--- src/rtl/multdiv_sequencer.sv ---
// Control sequencer for the multi-cycle multiply/divide unit: drives clr/en of the
// datapath DFF banks, counts iterations and reports completion, exception and stall.
module multdiv_sequencer #(
    parameter int MULT_CYCLES = 32,
    parameter int DIV_CYCLES  = 32,
    parameter int CNT_W       = 6
) (
    input  logic             clk,
    input  logic             reset_n,
    input  logic             ctrl_MULT,
    input  logic             ctrl_DIV,
    input  logic             div_by_zero,
    output logic             reg_clr,
    output logic             reg_en,
    output logic             is_div,
    output logic [CNT_W-1:0] step,
    output logic             stall,
    output logic             data_resultRDY,
    output logic             data_exception
);

    localparam logic [1:0] S_IDLE = 2'd0;
    localparam logic [1:0] S_RUN  = 2'd1;
    localparam logic [1:0] S_DONE = 2'd2;

    localparam logic [CNT_W-1:0] MULT_LAST = CNT_W'(MULT_CYCLES - 1);
    localparam logic [CNT_W-1:0] DIV_LAST  = CNT_W'(DIV_CYCLES - 1);

    logic [1:0]       state;
    logic             div_q;
    logic             exc_q;
    logic             start;
    logic [CNT_W-1:0] last_step;

    // A start is accepted only when exactly one request is raised.
    assign start     = ctrl_MULT ^ ctrl_DIV;
    assign last_step = div_q ? DIV_LAST : MULT_LAST;

    // NOTE: reg_clr is combinational from the start pulse, so it must be gated by
    // reset_n explicitly to stay low while reset is held.
    assign reg_clr        = reset_n & start;
    assign reg_en         = (state == S_RUN);
    assign stall          = (state == S_RUN);
    assign data_resultRDY = (state == S_DONE);
    assign data_exception = (state == S_DONE) & exc_q;
    assign is_div         = div_q;

    // NOTE: all state uses non-blocking assignments so every register samples
    // pre-edge values, independent of statement order.
    always_ff @(posedge clk or negedge reset_n) begin
        if (!reset_n) begin
            state <= S_IDLE;
            step  <= '0;
            div_q <= 1'b0;
            exc_q <= 1'b0;
        end else if (start) begin
            div_q <= ctrl_DIV;
            step  <= '0;
            if (ctrl_DIV && div_by_zero) begin
                state <= S_DONE;
                exc_q <= 1'b1;
            end else begin
                state <= S_RUN;
                exc_q <= 1'b0;
            end
        end else begin
            case (state)
                S_RUN: begin
                    if (step == last_step) begin
                        state <= S_DONE;
                    end else begin
                        step <= step + CNT_W'(1);
                    end
                end
                S_DONE: begin
                    // Returning to IDLE clears the latched context so IDLE shows all-zero outputs.
                    state <= S_IDLE;
                    step  <= '0;
                    div_q <= 1'b0;
                    exc_q <= 1'b0;
                end
                default: state <= S_IDLE;
            endcase
        end
    end

endmodule
--- config.mk ---
export PLATFORM = sky130hd
export DESIGN_NAME = multdiv_sequencer
export DESIGN_NICKNAME = d
export VERILOG_FILES = /design/src/rtl/multdiv_sequencer.sv
export SDC_FILE = /design/constraint.sdc
export NUM_CORES = 1
export LEC_CHECK = 0
export ABC_AREA = 1
export CAP_MARGIN = 15
export CORE_AREA = 2 2 39 41
export CTS_BUF_LIST = sky130_fd_sc_hd__clkbuf_8
export DETAILED_ROUTE_END_ITERATION = 10
export DIE_AREA = 0 0 41 43
export DONT_BUFFER_PORTS = 1
export PLACE_DENSITY = 0.68
export SETUP_SLACK_MARGIN = 0.2
export SLEW_MARGIN = 25
export SYNTH_ARGS = -nofsm -noshare
export SYNTH_HDL_FRONTEND = slang
export SYNTH_SLANG_ARGS = --single-unit
--- constraint.sdc ---
create_clock -name clk -period 3.4 [get_ports clk]
set_input_delay 0.17 -clock clk [delete_from_list [all_inputs] [get_ports clk]]
set_output_delay 0.17 -clock clk [all_outputs]
set_load 0.05 [all_outputs]
==> impl_results.md, run 1 <==
* Status: complete, no violations
* Final setup fails at 0
* Sequential Power Share at 0.449
* Peak VDD IR at 0.000359 V
* Unrepaired setup endpoints after global routing: no
* Layout fillers at 137
* Nets at 92
* Finished Cell Area at 694 um2
* Synth unique cells at 19
* Relative slew slack at 0.400
* Final Cycle Share at 0.572
* Die height at 43 um
* Synthesized area per cell at 7.91 um2
* Total CTS buffers at 3
* Gate power share at 0.202
* Worst-path fanout max at 3
* Most frequent cells in the layout: 23 x nand2_1, 10 x dfrtp_1, 9 x inv_1
* Placeable core region at 1380 um2
* Initial DRC Count at 2
* Clock-pin slew on the worst setup and hold paths at 0.05 ns
* Worst Setup End Kind: output port
* Post-DR vias/cell at 5.39
* Cell taking the most area after synthesis: dfrtp_1
* Commonest non-fill, non-tap cell in the layout: nand2_1
* Synthesized Nets at 86
* Hpwl dp at 876 um
* R2R depth at 7
* CTS tree: done
* Sw Pwr at 0.174 mW
* Hold slack at 0.122 ns
* Number of port buffers at 0
* Cells after Synth at 77
* Crit-path most repeated cell: inv_1
* Max-slew violation count at 0
* Max-capacitance violation count at 0
* Area growth from synthesis to layout at 14.0%
* Ratio of cells with drive above 1 in the final layout at 0.159
* Worst setup SP type: register
* Critical Path Source: state[0]$_DFFE_PN0P_
* Power density over the cells at 630 nW/um2
* Die footprint at 1760 um2
* Total congestion overflow at 0
* Hold EP: state[0]$_DFFE_PN0P_
* Final Critical Period at 1.95 ns
* Worst slew pin tran at 0.896 ns
* WL/cell at 12.9 um
* GPL Wtd Cong at 0.716
* GRT Resource Usage Total at 0.189
* I/O Pins at 17
* Worst path required time at 3.23 ns
* Data arrival, critical path at 1.78 ns
* Pin count of the biggest net entering global routing at 11
* Critical path class: reg -> out
* Setup TNS at 0 ns
* Post-DRT Antenna Nets at 0
* Fin. Hold Viols at 0
* HP Class: in -> reg
* Vias in the first global route at 491
* Slack of the worst reg-to-reg path at 1.65 ns
* CTS root buf: clkbuf_8
* Internal at 0.263 mW
* Mapped cell area at 609 um2
* Die X at 41 um
* Crit path cell chain: inv_1 -> ha_1 -> nand2_1 -> inv_1
* YS warnings at 0
* Crit Reg-Reg Endpoint: step[2]$_DFFE_PN0P_
* Sw Share at 0.398
* Post-synth top area share at 0.411
* Site Rows at 14
* Hold Startpoint: div_by_zero
* Max incr delay on CP at 0.62 ns
* Leak at 0.352 nW
* Initial DRT Pass Iterations at 4
* Drt total wl at 1270 um
* Clock power share at 0.349
* Antenna violations before repair at 0
* Max clock buf depth at 2
* Post-DP Area at 629 um2
* Synth top area cells: dfrtp_1 41%, nand2_1 14%, ha_1 8.2%
* Initial core utilization at 0.440
* H-tree levels at 1
* Worst r2r src: step[0]$_DFFE_PN0P_
* Post-CTS Setup Inserts at 0
* Clock skew at 0.00154 ns
* Slowest CP cell: ha_1
* Clock Latency Late Sink at 0.24 ns
* F_max at 514 MHz
* Sequential element share of the synthesized area at 0.411
* Antenna Cells at 0
* Synth Register Bits at 10
* Vias post-DR at 528
* Clock Sinks at 10
* Worst Hold Depth at 3
* First-pass GRT wire length at 2190 um
* Residual DRC at 0
* Final Util at 0.502
[stage by stage]
| step | power (mW) | setup slack (ns) | instances |
|---|---|---|---|
| after CTS | 0.439 | 1.44 | 98 |
| after floorplan | 0.268 | 1.79 | 77 |
| after global placement | 0.280 | 1.71 | 93 |
| after detailed placement | 0.283 | 1.66 | 93 |
| final | 0.438 | 1.45 | 98 |
| after global routing | 0.459 | 1.37 | 98 |
[Yosys cell counts (all sizes together)]
library cell,number
o21ai,7
nand4,1
o21bai,2
inv,12
ha,4
nor2,5
dfrtp,10
o211ai,1
nand2,24
buf,1
or2,2
nand3,8
[logic make-up (layout without fill, tap and decap cells)]
group | count (synthesis) | in the layout | synth area share
buf+inv | 13 | 18 | 0.0862
compound gates | 10 | 10 | 0.0944
flops | 10 | 10 | 0.411
simple gates | 40 | 40 | 0.327
fa+ha+maj | 4 | 4 | 0.0821
[worst max path at each step]
stage               slack (ns)                   to
floorplan                 1.79       data_exception
global placement          1.71       data_exception
detailed placement        1.66  step[2]$_DFFE_PN0P_
CTS                       1.44       data_exception
global route              1.37       data_exception
finish                    1.45       data_exception
[worst max-delay path, delay by kind of cell, from the launching register on]
kind | cells | cell delay, ns
flip-flops | 1 | 0.40
AND/OR/NAND/NOR | 1 | 0.10
buffers and inverters | 2 | 0.43
adder cells (fa/ha/maj) | 1 | 0.62
[layout make-up]
cell class | count | area, um2 | area share
timing repair buffer | 2 | 17.5 | 0.0252
tap | 16 | 20.0 | 0.0288
inverter | 12 | 45.0 | 0.0649
sequential | 10 | 250 | 0.360
multi-input combinational | 54 | 307 | 0.441
clock buffer | 4 | 55.1 | 0.0793
[routing by layer]
metal,global-route usage,wire length [um],vias to the layer above,part of all wire
met2,0.263,577,25,0.46
met5,0,0,-,0
li1,-,-,253,-
met3,0.0733,105,4,0.083
met4,0.100,28,0,0.022
met1,0.244,555,246,0.44
[power by group through the flow]
stage          Clock, mW  Sequential [mW]  Combinational [mW]
2_1_floorplan          0            0.192              0.0754
3_3_place_gp           0            0.197              0.0830
3_5_place_dp           0            0.198              0.0846
4_1_cts            0.154            0.196              0.0890
5_1_grt            0.160            0.200              0.0996
6_report           0.153            0.197              0.0885
[what timing repair did]
action / in CTS / in global routing
hold endpoints to repair: 10 / 0
resized for setup: 0 / 0
hold buffers: 1 / 0
[flip-flops by register name, summed over array words and instances, names as in the netlist]
signal  flops
state       2
step        6
is_div      1
exc_q       1
(Power assumes the default switching activity.)
==> run 2: changes to the inputs <==
--- a/config.mk
+++ b/config.mk
@@ -12,7 +12,7 @@
 export DETAILED_ROUTE_END_ITERATION = 10
 export DIE_AREA = 0 0 41 43
 export DONT_BUFFER_PORTS = 1
-export PLACE_DENSITY = 0.68
+export PLACE_DENSITY = 0.71
 export SETUP_SLACK_MARGIN = 0.2
 export SLEW_MARGIN = 25
 export SYNTH_ARGS = -nofsm -noshare
==> constraint.sdc (replaced) <==
create_clock -name clk -period 1.7 [get_ports clk]
set_input_delay 0.085 -clock clk [delete_from_list [all_inputs] [get_ports clk]]
set_output_delay 0.085 -clock clk [all_outputs]
set_load 0.05 [all_outputs]
==> impl_results.md, run 2 (same netlist as run 1, synthesis figures left out) <==
* Power density over the cells at 1190 nW/um2 (was 630 nW/um2)
* Residual DRC at 0 (unchanged)
* Setup TNS at 0 ns (unchanged)
* Nets at 99 (was 92)
* I/O Pins at 17 (unchanged)
* Commonest non-fill, non-tap cell in the layout: nand2_1 (unchanged)
* Finished Cell Area at 771 um2 (was 694 um2)
* M1 GR Usage at 0.243 (was 0.244)
* Final Cycle Share at 0.837
* Worst Hold Depth at 3 (unchanged)
* Initial core utilization at 0.440 (unchanged)
* Layout fillers at 127 (was 137)
* Pre-CTS worst setup slack at 0.327 ns (was 1.66 ns)
* Max reg flops at 6 (unchanged)
* Max clock buf depth at 2 (unchanged)
* GPL Wtd Cong at 0.739 (was 0.716)
* Post-DR vias/cell at 4.96 (was 5.39)
* Die height at 43 um (unchanged)
* First-pass GRT wire length at 2100 um (was 2190 um)
* Crit Reg-Reg Endpoint: step[1]$_DFFE_PN0P_ (was step[2]$_DFFE_PN0P_)
* Max-slew violation count at 0 (unchanged)
* Total congestion overflow at 0 (unchanged)
* Final Util at 0.557 (was 0.502)
* Final Critical Period at 1.42 ns
* Total CTS buffers at 3 (unchanged)
* R2R depth at 8 (was 7)
* Grt peak-use layer: met2 (unchanged)
* Hold EP: state[0]$_DFFE_PN0P_ (unchanged)
* Unrepaired setup endpoints after global routing: no (unchanged)
* Top reg by flops: step (unchanged)
* Slack of the worst reg-to-reg path at 0.34 ns (was 1.65 ns)
* Worst slew pin tran at 0.482 ns (was 0.896 ns)
* Die footprint at 1760 um2 (unchanged)
* Site Rows at 14 (unchanged)
* Post-route setup slack at 0.278 ns (was 1.45 ns)
* Relative slew slack at 0.679 (was 0.400)
* H-tree levels at 1 (unchanged)
* Clock Latency Late Sink at 0.24 ns (about the same)
* Worst-path fanout max at 3 (unchanged)
* Fin. Hold Viols at 0 (unchanged)
* Antenna Cells at 0 (unchanged)
* Placeable core region at 1380 um2 (unchanged)
* F_max at 703 MHz
* Ratio of cells with drive above 1 in the final layout at 0.292 (was 0.159)
* Met3 GRT Util at 0.0314 (was 0.0733)
* Max-capacitance violation count at 0 (unchanged)
* Most frequent cells in the layout: 22 x nand2_1, 8 x inv_1, 8 x dfrtp_1, 8 x buf_4, 7 x nand3_1 (was 23 x nand2_1, 10 x dfrtp_1, 9 x inv_1)
* Tot Pwr at 0.920 mW (was 0.438 mW)
* WL/cell at 12.2 um (was 12.9 um)
* Antenna violations before repair at 0 (unchanged)
* Leak at 0.376 nW (was 0.352 nW)
* Number of port buffers at 0 (unchanged)
* Data arrival, critical path at 1.34 ns (was 1.78 ns)
* Post-CTS Setup Inserts at 0 (unchanged)
* Largest regs: step (6), state (2) (unchanged)
* Critical path class: reg -> out (unchanged)
* Hold slack at 0.0578 ns (was 0.122 ns)
* Initial DRC Count at 17 (was 2)
* Clock skew at 0.00111 ns (was 0.00154 ns)
* Hpwl dp at 914 um (was 876 um)
* Clock-pin slew on the worst setup and hold paths at 0.05 ns (about the same)
* Initial DRT Pass Iterations at 4 (unchanged)
* Area growth from synthesis to layout at 26.5% (was 14.0%)
* Worst setup SP type: register (unchanged)
* Pin count of the biggest net entering global routing at 11 (unchanged)
* Vias post-DR at 521 (was 528)
* HP Class: in -> reg (unchanged)
* Non-Filler Instances at 105 (was 98)
* Clock Sinks at 10 (unchanged)
* Dpl cells at 100 (was 93)
* Worst path required time at 1.62 ns (was 3.23 ns)
* Post-DRT Antenna Nets at 0 (unchanged)
* CTS tree: done (unchanged)
* Post-DP Area at 689 um2 (was 629 um2)
* Final setup fails at 0 (unchanged)
* Peak VDD IR at 0.000578 V (was 0.000359 V)
* Worst Setup End Kind: output port (unchanged)
* Grt met2 use at 0.259 (was 0.263)
* Hold Startpoint: div_by_zero (unchanged)
* CTS root buf: clkbuf_8 (unchanged)
* Worst r2r src: state[1]$_DFFE_PN0P_ (was step[0]$_DFFE_PN0P_)
* GRT Resource Usage Total at 0.180 (was 0.189)
* Drt total wl at 1280 um (was 1270 um)
* Vias in the first global route at 499 (was 491)
* Status: complete, no violations (unchanged)
* Die X at 41 um (unchanged)
==> run 2: worst max-delay path, cell delays in order, from the launching register on <==
cell        delay, ns
dfrtp_1          0.40
inv_1            0.11
ha_4             0.29
nand2_2          0.10
clkinvlp_4       0.21
==> run 2: worst max path at each step <==
stage | start | end | slack [ns]
after floorplan | step[2]$_DFFE_PN0P_ | step[2]$_DFFE_PN0P_ | 0.30
after global placement | state[0]$_DFFE_PN0P_ | data_exception | 0.33
after detailed placement | state[0]$_DFFE_PN0P_ | data_exception | 0.33
after CTS | state[0]$_DFFE_PN0P_ | data_exception | 0.25
after global routing | state[0]$_DFFE_PN0P_ | data_exception | 0.23
final | state[0]$_DFFE_PN0P_ | data_exception | 0.28
==> run 2: cell type report <==
type | count | area, um2 | area share
Clock buffer | 4 | 55.1 | 0.0714
Multi-Input combinational cell | 54 | 324 | 0.420
Timing Repair Buffer | 9 | 70.1 | 0.0909
Sequential cell | 10 | 253 | 0.328
Inverter | 12 | 48.8 | 0.0633
Tap cell | 16 | 20.0 | 0.0260
==> run 2: power by group <==
group	switching (mW)	leakage (nW)	internal, mW
sequential	0.0342	0.131	0.272
clock	0.0983	0.0288	0.204
combinational	0.221	0.217	0.0901
==> run 2: repair_timing <==
item	in CTS	in global routing
gates resized for setup	2	1
hold endpoints to repair	10	0
hold buffers	1	0
setup endpoints to repair	1	1
==> run 2: metal layers <==
layer	share of wire	vias to the layer above	wire, um
met5	0	-	0
met1	0.45	225	572
met4	0.020	0	26
met3	0.063	4	81
met2	0.47	18	598
li1	-	274	-
